$ cat config.mk
export PLATFORM = sky130hd
export DESIGN_NAME = step_rate_meter
export DESIGN_NICKNAME = d
export VERILOG_FILES = /design/src/rtl/fitbit_pkg.sv /design/src/rtl/sec_timebase.sv /design/src/rtl/step_rate_meter.sv
export SDC_FILE = /design/constraint.sdc
export NUM_CORES = 1
export LEC_CHECK = 0
export CAP_MARGIN = 20
export CORE_ASPECT_RATIO = 0.75
export CORE_MARGIN = 4
export CORE_UTILIZATION = 25
export CTS_CLUSTER_DIAMETER = 150
export DETAILED_ROUTE_END_ITERATION = 16
export GPL_ROUTABILITY_DRIVEN = 1
export PLACE_DENSITY = 0.45
export SLEW_MARGIN = 20
export SYNTH_ARGS = -nofsm -noshare
export SYNTH_HDL_FRONTEND = slang
export SYNTH_SLANG_ARGS = --single-unit
$ cat constraint.sdc
create_clock -name clk100MHz -period 14.3 [get_ports clk100MHz]
set_input_delay 2.145 -clock clk100MHz [delete_from_list [all_inputs] [get_ports clk100MHz]]
set_output_delay 2.145 -clock clk100MHz [all_outputs]
set_load 0.01 [all_outputs]
$ cat src/rtl/fitbit_pkg.sv
// Shared widths, defaults and types for the fitness-tracker pipeline.
// Imported by step_rate_meter, sec_timebase and the display stage.
package fitbit_pkg;

  localparam int unsigned STEP_W = 20;
  localparam int unsigned RATE_W = 8;
  localparam int unsigned RUN_W  = 16;

  localparam int unsigned DEF_SEC_CYCLES = 100000000;
  localparam int unsigned DEF_HI_THRESH  = 32;

  typedef enum logic {
    WINDOW,
    DONE
  } win_state_e;

  // Clamp a wide step sum to the 8-bit rate range.
  function automatic logic [RATE_W-1:0] sat_rate(input logic [STEP_W:0] v);
    return (v > (STEP_W+1)'(255)) ? '1 : v[RATE_W-1:0];
  endfunction

endpackage

$ cat src/rtl/sec_timebase.sv
// One-second tick generator: counts 0..SEC_CYCLES-1 while enabled, tick on the last count.
module sec_timebase
  import fitbit_pkg::*;
#(
  parameter int unsigned SEC_CYCLES = DEF_SEC_CYCLES
) (
  input  logic clk100MHz,
  input  logic reset,
  input  logic enable,
  output logic tick
);

  localparam int unsigned TW = (SEC_CYCLES > 1) ? $clog2(SEC_CYCLES) : 1;
  localparam logic [TW-1:0] LAST = TW'(SEC_CYCLES - 1);

  logic [TW-1:0] timer_q, timer_d;

  always_comb begin
    timer_d = timer_q;
    tick    = 1'b0;
    if (enable) begin
      if (timer_q == LAST) begin
        tick    = 1'b1;
        timer_d = '0;
      end else begin
        timer_d = timer_q + 1'b1;
      end
    end
  end

  always_ff @(posedge clk100MHz or negedge reset) begin
    if (!reset) timer_q <= '0;
    else        timer_q <= timer_d;
  end

endmodule

$ cat src/rtl/step_rate_meter.sv
// Per-second step rate, high-activity window count and active-run tracking.
// Optional 4-second average output enabled by defining STEP_RATE_AVG_EN.
module step_rate_meter
  import fitbit_pkg::*;
#(
  parameter int unsigned SEC_CYCLES = DEF_SEC_CYCLES,
  parameter int unsigned WINDOW_SEC = 9,
  parameter int unsigned HI_THRESH  = DEF_HI_THRESH,
  parameter int unsigned ACTIVE_MIN = 1
) (
  input  logic              clk100MHz,
  input  logic              reset,
  input  logic [STEP_W-1:0] step_count,
  output logic [RATE_W-1:0] rate,
  output logic              rate_valid,
  output logic [3:0]        hi_secs,
  output logic              win_done,
  output logic [RUN_W-1:0]  cur_run,
  output logic [RUN_W-1:0]  max_run
`ifdef STEP_RATE_AVG_EN
  ,
  output logic [RATE_W-1:0] avg_rate
`endif
);

  logic              primed_q;
  logic [STEP_W-1:0] prev_q;
  logic [RATE_W-1:0] sec_acc_q, sec_acc_d;
  logic [RATE_W-1:0] rate_q;
  logic              rate_valid_q;
  logic [3:0]        hi_q, hi_d;
  logic [15:0]       sec_idx_q, sec_idx_d;
  logic [RUN_W-1:0]  cur_q, cur_d, max_q, max_d, cur_inc;
  win_state_e        state_q, state_d;

  logic              tick;
  logic [STEP_W-1:0] delta;
  logic [STEP_W:0]   acc_sum;
  logic [RATE_W-1:0] closing_rate;
  logic              is_high, is_active, in_window;

  sec_timebase #(.SEC_CYCLES(SEC_CYCLES)) u_timebase (
    .clk100MHz (clk100MHz),
    .reset     (reset),
    .enable    (primed_q),
    .tick      (tick)
  );

  // Modulo subtraction makes the 0xFFFFF -> 0x00000 wrap count as one step.
  assign delta        = step_count - prev_q;
  assign acc_sum      = {1'b0, delta} + (STEP_W+1)'(sec_acc_q);
  assign closing_rate = sat_rate(acc_sum);
  assign is_high      = int'(closing_rate) > int'(HI_THRESH);
  assign is_active    = int'(closing_rate) >= int'(ACTIVE_MIN);
  assign in_window    = int'(sec_idx_q) < int'(WINDOW_SEC);
  assign cur_inc      = (cur_q == '1) ? cur_q : cur_q + 1'b1;

  always_comb begin
    sec_acc_d = sec_acc_q;
    if (tick)          sec_acc_d = '0;
    else if (primed_q) sec_acc_d = closing_rate;
  end

  // Window FSM: state register / next state / outputs.
  always_ff @(posedge clk100MHz or negedge reset) begin
    if (!reset) state_q <= WINDOW;
    else        state_q <= state_d;
  end

  always_comb begin
    state_d = state_q;
    unique case (state_q)
      WINDOW:  if (tick && (int'(sec_idx_q) + 1 >= int'(WINDOW_SEC))) state_d = DONE;
      DONE:    state_d = DONE;
      default: state_d = WINDOW;
    endcase
  end

  always_comb begin
    win_done = (state_q == DONE);
  end

  always_comb begin
    hi_d      = hi_q;
    sec_idx_d = sec_idx_q;
    if (tick && state_q == WINDOW) begin
      sec_idx_d = sec_idx_q + 1'b1;
      if (in_window && is_high && hi_q != 4'hF) hi_d = hi_q + 1'b1;
    end
  end

  always_comb begin
    cur_d = cur_q;
    max_d = max_q;
    if (tick) begin
      if (is_active) begin
        cur_d = cur_inc;
        max_d = (cur_inc > max_q) ? cur_inc : max_q;
      end else begin
        cur_d = '0;
      end
    end
  end

  always_ff @(posedge clk100MHz or negedge reset) begin
    if (!reset) begin
      primed_q     <= 1'b0;
      prev_q       <= '0;
      sec_acc_q    <= '0;
      rate_q       <= '0;
      rate_valid_q <= 1'b0;
      hi_q         <= '0;
      sec_idx_q    <= '0;
      cur_q        <= '0;
      max_q        <= '0;
    end else begin
      primed_q     <= 1'b1;
      prev_q       <= step_count;
      sec_acc_q    <= sec_acc_d;
      rate_valid_q <= tick;
      if (tick) rate_q <= closing_rate;
      hi_q         <= hi_d;
      sec_idx_q    <= sec_idx_d;
      cur_q        <= cur_d;
      max_q        <= max_d;
    end
  end

  assign rate       = rate_q;
  assign rate_valid = rate_valid_q;
  assign hi_secs    = hi_q;
  assign cur_run    = cur_q;
  assign max_run    = max_q;

`ifdef STEP_RATE_AVG_EN
  logic [RATE_W-1:0] hist_q [3];
  logic [RATE_W-1:0] avg_q;
  logic [RATE_W+1:0] avg_sum;

  assign avg_sum = (RATE_W+2)'(closing_rate) + (RATE_W+2)'(hist_q[0])
                 + (RATE_W+2)'(hist_q[1]) + (RATE_W+2)'(hist_q[2]);

  always_ff @(posedge clk100MHz or negedge reset) begin
    if (!reset) begin
      for (int unsigned i = 0; i < 3; i++) hist_q[i] <= '0;
      avg_q <= '0;
    end else if (tick) begin
      hist_q[0] <= closing_rate;
      hist_q[1] <= hist_q[0];
      hist_q[2] <= hist_q[1];
      avg_q     <= avg_sum[RATE_W+1:2];
    end
  end

  assign avg_rate = avg_q;
`endif

endmodule

==> results of run 1 <==
metal layers:
metal,GRT usage,share of wire,vias up
li1,-,-,3089
met2,0.162,0.40,108
met3,0.0292,0.041,20
met5,0,0,-
met1,0.192,0.55,2897
met4,0.0302,0.011,0
cell families (layout without fill, tap and decap cells):
family,Yosys count,in the layout,share of synthesized area
other,1,1,0.000495
multiplexers,24,24,0.0390
flip-flops,118,118,0.390
AND/OR/NAND/NOR,296,296,0.195
XOR/XNOR,69,69,0.0797
adder cells (fa/ha/maj),52,52,0.0875
buffers and inverters,91,161,0.0493
AO/OA/AOI/OAI,181,181,0.160
layout by cell type (no fill, tap or decap), types with 4 or more instances in the layout:
master             n
nand4_1           28
a21o_1            21
clkdlybuf4s50_1   66
clkinvlp_4         5
and3_1            22
nor3_1            15
ha_1              49
nand2_1           82
xnor2_1           48
o21ai_0           37
inv_1             60
or3_1              7
nand2b_1           4
and2_1             7
mux2i_1            7
nand3_1           29
mux2_2             8
a21oi_2            4
o22ai_1           13
xor2_1            21
dfrtp_1          118
o211ai_1           9
nor2_1            65
clkbuf_16         17
nor2b_1           11
or4_1              4
a21oi_1           36
a211oi_1           8
o21a_1             8
mux2_4             9
o41ai_1            6
registers in the layout, indices dropped and copies added, names as in the netlist:
signal,cells
rate_valid,1
primed_q,1
cur_run,16
rate,8
prev_q,20
max_run,16
sec_acc_q,8
win_done,1
u_timebase.timer_q,27
hi_secs,4
sec_idx_q,16
where the power goes:
group | internal, mW | switching, mW | leakage, nW | total, mW
combinational | 0.0675 | 0.102 | 2.24 | 0.170
sequential | 0.346 | 0.00907 | 1.44 | 0.355
clock | 0.271 | 0.165 | 0.275 | 0.436
synthesized netlist by cell type (all sizes together) (2+ instances only):
master and number:
a211o 3, nor2 65, a21oi 40, a32oi 3
nand2b 4, a221oi 2, buf 9, nor4b 3
ha 49, o211ai 9, nand4 28, and2 7
o22ai 13, o2111ai 3, nand3 29, or2 3
a31o 2, nand3b 2, and3 22, fa 2
nor2b 11, o41ai 6, inv 60, nand2 82
a31oi 3, o221ai 2, mux2i 7, nor3 16
o21bai 2, nor4 3, o31ai 3, xor2 21
o21a 8, a41o 2, dfrtp 118, mux2 17
a21o 21, clkbuf 22, o21ai 39, or4 5
xnor2 48, a211oi 8, a41oi 3, and4 3
or3 8
metrics by stage:
stage | power (mW) | worst slack [ps]
2_1_floorplan | 0.482 | 7600
3_3_place_gp | 0.530 | 6440
3_5_place_dp | 0.529 | 6400
4_1_cts | 0.976 | 6870
5_1_grt | 1.01 | 6570
6_report | 0.960 | 6860
area by class of cell:
cell class	instances	area, um2	area share
clock buffer	22	474	0.0515
clock inverter	10	120	0.0130
inverter	60	225	0.0245
multi-input combinational	623	4260	0.463
sequential	118	2950	0.321
tap	392	490	0.0533
timing repair buffer	69	683	0.0742
worst paths after layout:
kind / depth (start not counted) / from / slack, ps / endpoint
worst max-delay path: 19 / step_count[0] / 6860 / max_run[6]
worst min-delay path: 1 / sec_idx_q[15] / 480 / sec_idx_q[15]
worst max register to register: 17 / prev_q[0] / 8760 / max_run[6]
worst min register to register: 1 / sec_idx_q[15] / 480 / sec_idx_q[15]
max in group asynchronous: 2 / reset / 11150 / u_timebase.timer_q[0]
min in group asynchronous: 1 / reset / 1770 / cur_run[9]
worst reg2reg max path, cell delays in order, from the launching register on:
cell and delay (ps):
dfrtp_1 360, ha_1 200, fa_1 400, nand2b_1 190, a21oi_1 310, nor2_1 90, xnor2_1 150, ha_1 360
a21o_1 210, or3_1 300, o21ai_0 190, or3b_2 460, mux2i_1 140, o2bb2ai_1 130, nand4_1 130, or4_4 590
o311a_1 760, mux2_4 450
==> metrics.md, run 1 <==
| Metric | Value |
|---|---|
| P&R area growth vs syn | 21.4% |
| # Post-CTS Setup Buffers | 0 |
| CP bufs+invs | 2 |
| WL/cell | 15.5 um |
| I/O pins | 68 |
| Final period utilization | 0.520 |
| Async S/R FF share, synth | 1.00 |
| # rows | 54 |
| Slew Viols, Final | 0 |
| Outcome | finished clean |
| Critical path class | primary input to flip-flop |
| Synth area leader | dfrtp_1 |
| TritonCTS buffer count | 17 |
| Slew @ Worst Pin | 1110 ps |
| Clock Tree Buf Depth | 2 |
| Synth cell types | 70 |
| Slew HR | 0.262 |
| Initial antenna violation count | 0 |
| CP max-delay cell | o311a_1 |
| Clk pin slew, worst setup/hold paths | 50 ps |
| HP Class | flip-flop to flip-flop |
| Max Fclk | 0.134 GHz |
| Crit path arrival time | 7750 ps |
| Hold WS | 482 ps |
| Post-Layout Cell Count | 1294 |
| Fin nets | 962 |
| Initial Util | 0.257 |
| Worst-skew pair later-pin latency | 430 ps |
| Worst Path Required | 14610 ps |
| Delay-heaviest family, CP | simple AND/OR/NAND/NOR gates |
| Cell count after placement | 1262 |
| DRC viols | 0 |
| Startpoint types | primary input |
| Worst path most repeated cell | ha_1 |
| Hold Buf Count CTS | 0 |
| RePlAce Congestion | 0.757 |
| DIE WIDTH | 209 um |
| Main synth FF type | dfrtp_1 |
| Vias/cell | 4.72 |
| Avg Cell Area, Syn | 9.11 um2 |
| Antenna Nets Post-Route | 0 |
| CTS tree | done |
| Sequential share of the synthesized area | 0.390 |
| EDFF count, synth | 0 |
| Top post-synthesis cells by area | dfrtp_1 39%, ha_1 8.1%, xnor2_1 5.5%, nand2_1 4.1%, nor2_1 3.2% |
| Yosys top cell area share | 0.390 |
| Placed Area | 8610 um2 |
| H-Tree Depth | 4 |
| Post-Syn Area | 7580 um2 |
| Leakage | 3.96 nW |
| Final wirelength | 20000 um |
| Cell count after synthesis | 832 |
| Max Fanout on Critical Path | 16 |
| Synth Warn # | 0 |
| Grt ovf | 0 |
| Final setup fails | 0 |
| Die height | 159 um |
| Root buf cell | clkbuf_16 |
| Final core utilization | 0.312 |
| Clk_skew | 8.77 ps |
| Largest net degree at the start of global routing | 69 |
| Core area | 29500 um2 |
| RSZ-0062 raised after global routing | false |
| Pre-antenna DRT Iters | 5 |
| Seq cells post-synth | 118 |
| Pwr per Cell Area | 104 nW/um2 |
| CTS Sinks | 118 |
| Fin crit period | 7440 ps |
| Final Hold Fails | 0 |
| Final TNS setup | 0 ps |
| N_diodes | 0 |
| Worst IR drop on VDD | 0.0831 mV |
| Worst Setup End Kind | flip-flop |
| Fin area | 9210 um2 |
| IO buf count | 67 |
| Final HPWL DP | 14800 um |
| First-pass GRT wire length | 32700 um |
| Detailed-route via count | 6114 |
| Mapped Nets | 905 |
| Reported max-cap violation count | 0 |
| Die area | 33200 um2 |
| Post_cts resized | 0 |
| Worst path cell trace | clkdlybuf4s50_1 -> inv_1 -> ha_1 -> fa_1 -> nand2b_1 -> a21oi_1 -> nor2_1 -> xnor2_1 -> ha_1 -> a21o_1 -> or3_1 -> o21ai_0 -> or3b_2 -> mux2i_1 -> o2bb2ai_1 -> nand4_1 -> or4_4 -> o311a_1 -> mux2_4 |
| Max incr delay on CP | 750 ps |
| Vias in the first global route | 5796 |
| Total Routing Usage GR | 0.121 |
| Fillers | 3122 |
| Layout cells sized above 1 | 0.0710 |
| DRC marker count from the first detailed-route iteration | 357 |
Note: power is estimated with default switching activity, not from simulation.
==> inputs of run 2 (changes only) <==
clock period = 6.9 ns   (was 14.3 ns; I/O delays follow)
==> run 2 against run 1 <==
Total power up 120%. Routed wire length fell by 0.44%. Sequential power increased by 110%. Design area increased by 1.0%. Combinational power grew 110%. Utilization increased by 0.32 points. Clock skew grew 2.7 ps. Hold slack worse by 2.1 ps. First-iteration DRC count grew 25%. Critical path depth is 1 higher.
==> metrics.md, run 2 (synthesis results as in run 1) <==
| Metric | Value |
|---|---|
| Outcome | finished clean (unchanged) |
| Setup Slack @ Placement | 479 ps (was 6400 ps) |
| Reg-to-Reg Start | prev_q[0] (unchanged) |
| Reg2Reg Depth | 18 (was 17) |
| Fin nets | 965 (was 962) |
| Root buf cell | clkbuf_16 (unchanged) |
| Final wirelength | 20000 um (about the same) |
| Clk pin slew, worst setup/hold paths | 60 ps (was 50 ps) |
| Final core utilization | 0.316 (was 0.312) |
| Most common cell after layout, fill and taps aside | dfrtp_1 (unchanged) |
| Largest net degree at the start of global routing | 64 (was 69) |
| Pwr per Cell Area | 227 nW/um2 (was 104 nW/um2) |
| Slew @ Worst Pin | 842 ps (was 1110 ps) |
| N_diodes | 0 (unchanged) |
| Hold Buf Count CTS | 0 (unchanged) |
| FF/Latch Area | 2950 um2 (unchanged) |
| Die area | 33200 um2 (unchanged) |
| Worst IR drop on VDD | 0.155 mV (was 0.0831 mV) |
| Most frequent cells in the layout | 118 x dfrtp_1, 82 x nand2_1, 66 x clkdlybuf4s50_1, 65 x nor2_1, 60 x inv_1 (unchanged) |
| CTS tree | done (unchanged) |
| Hold WS | 479 ps (was 482 ps) |
| Pre-antenna DRT Iters | 5 (unchanged) |
| Antenna Nets Post-Route | 0 (unchanged) |
| Vias/cell | 4.74 (was 4.72) |
| # rows | 54 (unchanged) |
| Fillers | 3125 (was 3122) |
| RePlAce Congestion | 0.766 (was 0.757) |
| Max Fclk | 0.167 GHz |
| Final period utilization | 0.869 |
| Area taken by multi-input logic gates | 4260 um2 (unchanged) |
| Initial antenna violation count | 0 (unchanged) |
| Final TNS setup | 0 ps (unchanged) |
| Max incr delay on CP | 510 ps (was 750 ps) |
| Die height | 159 um (unchanged) |
| Setup crit start | step_count[0] (unchanged) |
| Worst Path Required | 7200 ps (was 14610 ps) |
| Final setup margin | 902 ps (was 6860 ps) |
| Reg2reg end | max_run[6] (unchanged) |
| Final Hold Fails | 0 (unchanged) |
| Total power draw | 2.12 mW (was 960 uW) |
| Worst path most repeated cell | ha_1 (unchanged) |
| DRC viols | 0 (unchanged) |
| HP Class | flip-flop to flip-flop (unchanged) |
| Reg2Reg Setup Slack | 1690 ps (was 8760 ps) |
| # Post-CTS Setup Buffers | 0 (unchanged) |
| IO buf count | 67 (unchanged) |
| Register with the most flip-flops | u_timebase.timer_q (unchanged) |
| Fin crit period | 6000 ps |
| Worst-skew pair later-pin latency | 420 ps (was 430 ps) |
| P&R area growth vs syn | 22.7% (was 21.4%) |
| Crit path arrival time | 6300 ps (was 7750 ps) |
| Post_cts resized | 0 (unchanged) |
| H-Tree Depth | 4 (unchanged) |
| Vias in the first global route | 5795 (was 5796) |
| Max Fanout on Critical Path | 16 (unchanged) |
| Setup crit end | max_run[6] (unchanged) |
| CP max-delay cell | or4_4 (was o311a_1) |
| Worst Setup End Kind | flip-flop (unchanged) |
| DIE WIDTH | 209 um (unchanged) |
| Detailed-route via count | 6146 (was 6114) |
| Core area | 29500 um2 (unchanged) |
| Largest regs | u_timebase.timer_q (27), prev_q (20) (unchanged) |
| TritonCTS buffer count | 17 (unchanged) |
| Grt ovf | 0 (unchanged) |
| Startpoint types | primary input (unchanged) |
| Critical path class | primary input to flip-flop (unchanged) |
| Slew HR | 0.437 (was 0.262) |
| Total Routing Usage GR | 0.121 (about the same) |
| Layout cells sized above 1 | 0.0762 (was 0.0710) |
| Final HPWL DP | 14700 um (was 14800 um) |
| Initial Util | 0.257 (unchanged) |
| Reported max-cap violation count | 0 (unchanged) |
| Clock Tree Buf Depth | 2 (unchanged) |
| Slew Viols, Final | 0 (unchanged) |
| I/O pins | 68 (unchanged) |
| First-pass GRT wire length | 32800 um (was 32700 um) |
| Clk_skew | 11.5 ps (was 8.77 ps) |
| RSZ-0062 raised after global routing | false (unchanged) |
| Max FFs per register | 27 (unchanged) |
| Worst path cell trace | clkdlybuf4s50_1 -> inv_1 -> ha_1 -> fa_1 -> nand2b_1 -> a21oi_1 -> nor2_1 -> xnor2_1 -> ha_1 -> a21o_1 -> or3_1 -> o21ai_0 -> or3b_2 -> mux2i_1 -> o2bb2ai_1 -> nand4_1 -> or4_4 -> o311a_1 -> buf_4 -> mux2_4 (was clkdlybuf4s50_1 -> inv_1 -> ha_1 -> fa_1 -> nand2b_1 -> a21oi_1 -> nor2_1 -> xnor2_1 -> ha_1 -> a21o_1 -> or3_1 -> o21ai_0 -> or3b_2 -> mux2i_1 -> o2bb2ai_1 -> nand4_1 -> or4_4 -> o311a_1 -> mux2_4) |
| DRC marker count from the first detailed-route iteration | 446 (was 357) |
| Final setup fails | 0 (unchanged) |
| WL/cell | 15.4 um (was 15.5 um) |
| Leakage | 4.02 nW (was 3.96 nW) |
| CTS Sinks | 118 (unchanged) |
==> run 2: report_power, final <==
part,total (mW),switching [mW],internal [mW]
Combinational,0.355,0.215,0.140
Sequential,0.735,0.0190,0.716
Clock,1.02,0.372,0.652
Total,2.12,0.607,1.51
==> run 2: through the flow <==
| step | std cells | cell area (um2) |
|---|---|---|
| 2_1_floorplan | 832 | 7580 |
| 3_3_place_gp | 1265 | 8630 |
| 3_5_place_dp | 1265 | 8630 |
| 4_1_cts | 1297 | 9300 |
| 5_1_grt | 1297 | 9300 |
| 6_report | 1297 | 9300 |
==> run 2: worst max-delay path: cells and delay by family <==
family / cells / cell delay (ps)
compound gates: 5 / 1220
xor+xnor: 1 / 150
fa+ha+maj: 3 / 980
buf+inv: 3 / 750
mux: 2 / 460
simple gates: 6 / 1680
==> run 2: worst min path at each step <==
stage	cells after the start	to	slack, ps	from
4_1_cts	1	sec_idx_q[15]	480	sec_idx_q[15]
2_1_floorplan	1	sec_idx_q[15]	450	sec_idx_q[15]
3_5_place_dp	1	sec_idx_q[15]	470	sec_idx_q[15]
6_report	1	sec_idx_q[15]	480	sec_idx_q[15]
3_3_place_gp	1	sec_idx_q[15]	470	sec_idx_q[15]
5_1_grt	1	sec_idx_q[15]	510	sec_idx_q[15]
==> run 2: cell type report <==
cell class                 count  area share
timing repair buffer          72      0.0759
tap                          392      0.0527
inverter                      60      0.0242
multi-input combinational    623       0.458
clock inverter                15      0.0260
clock buffer                  17      0.0457
sequential                   118       0.318
==> run 2: metal layers <==
| layer | track usage | routed length [um] | vias up |
|---|---|---|---|
| met1 | 0.193 | 11100 | 2928 |
| met4 | 0.0258 | 157 | 0 |
| li1 | - | - | 3102 |
| met5 | 0 | 0 | - |
| met2 | 0.164 | 7940 | 101 |
| met3 | 0.0274 | 744 | 15 |
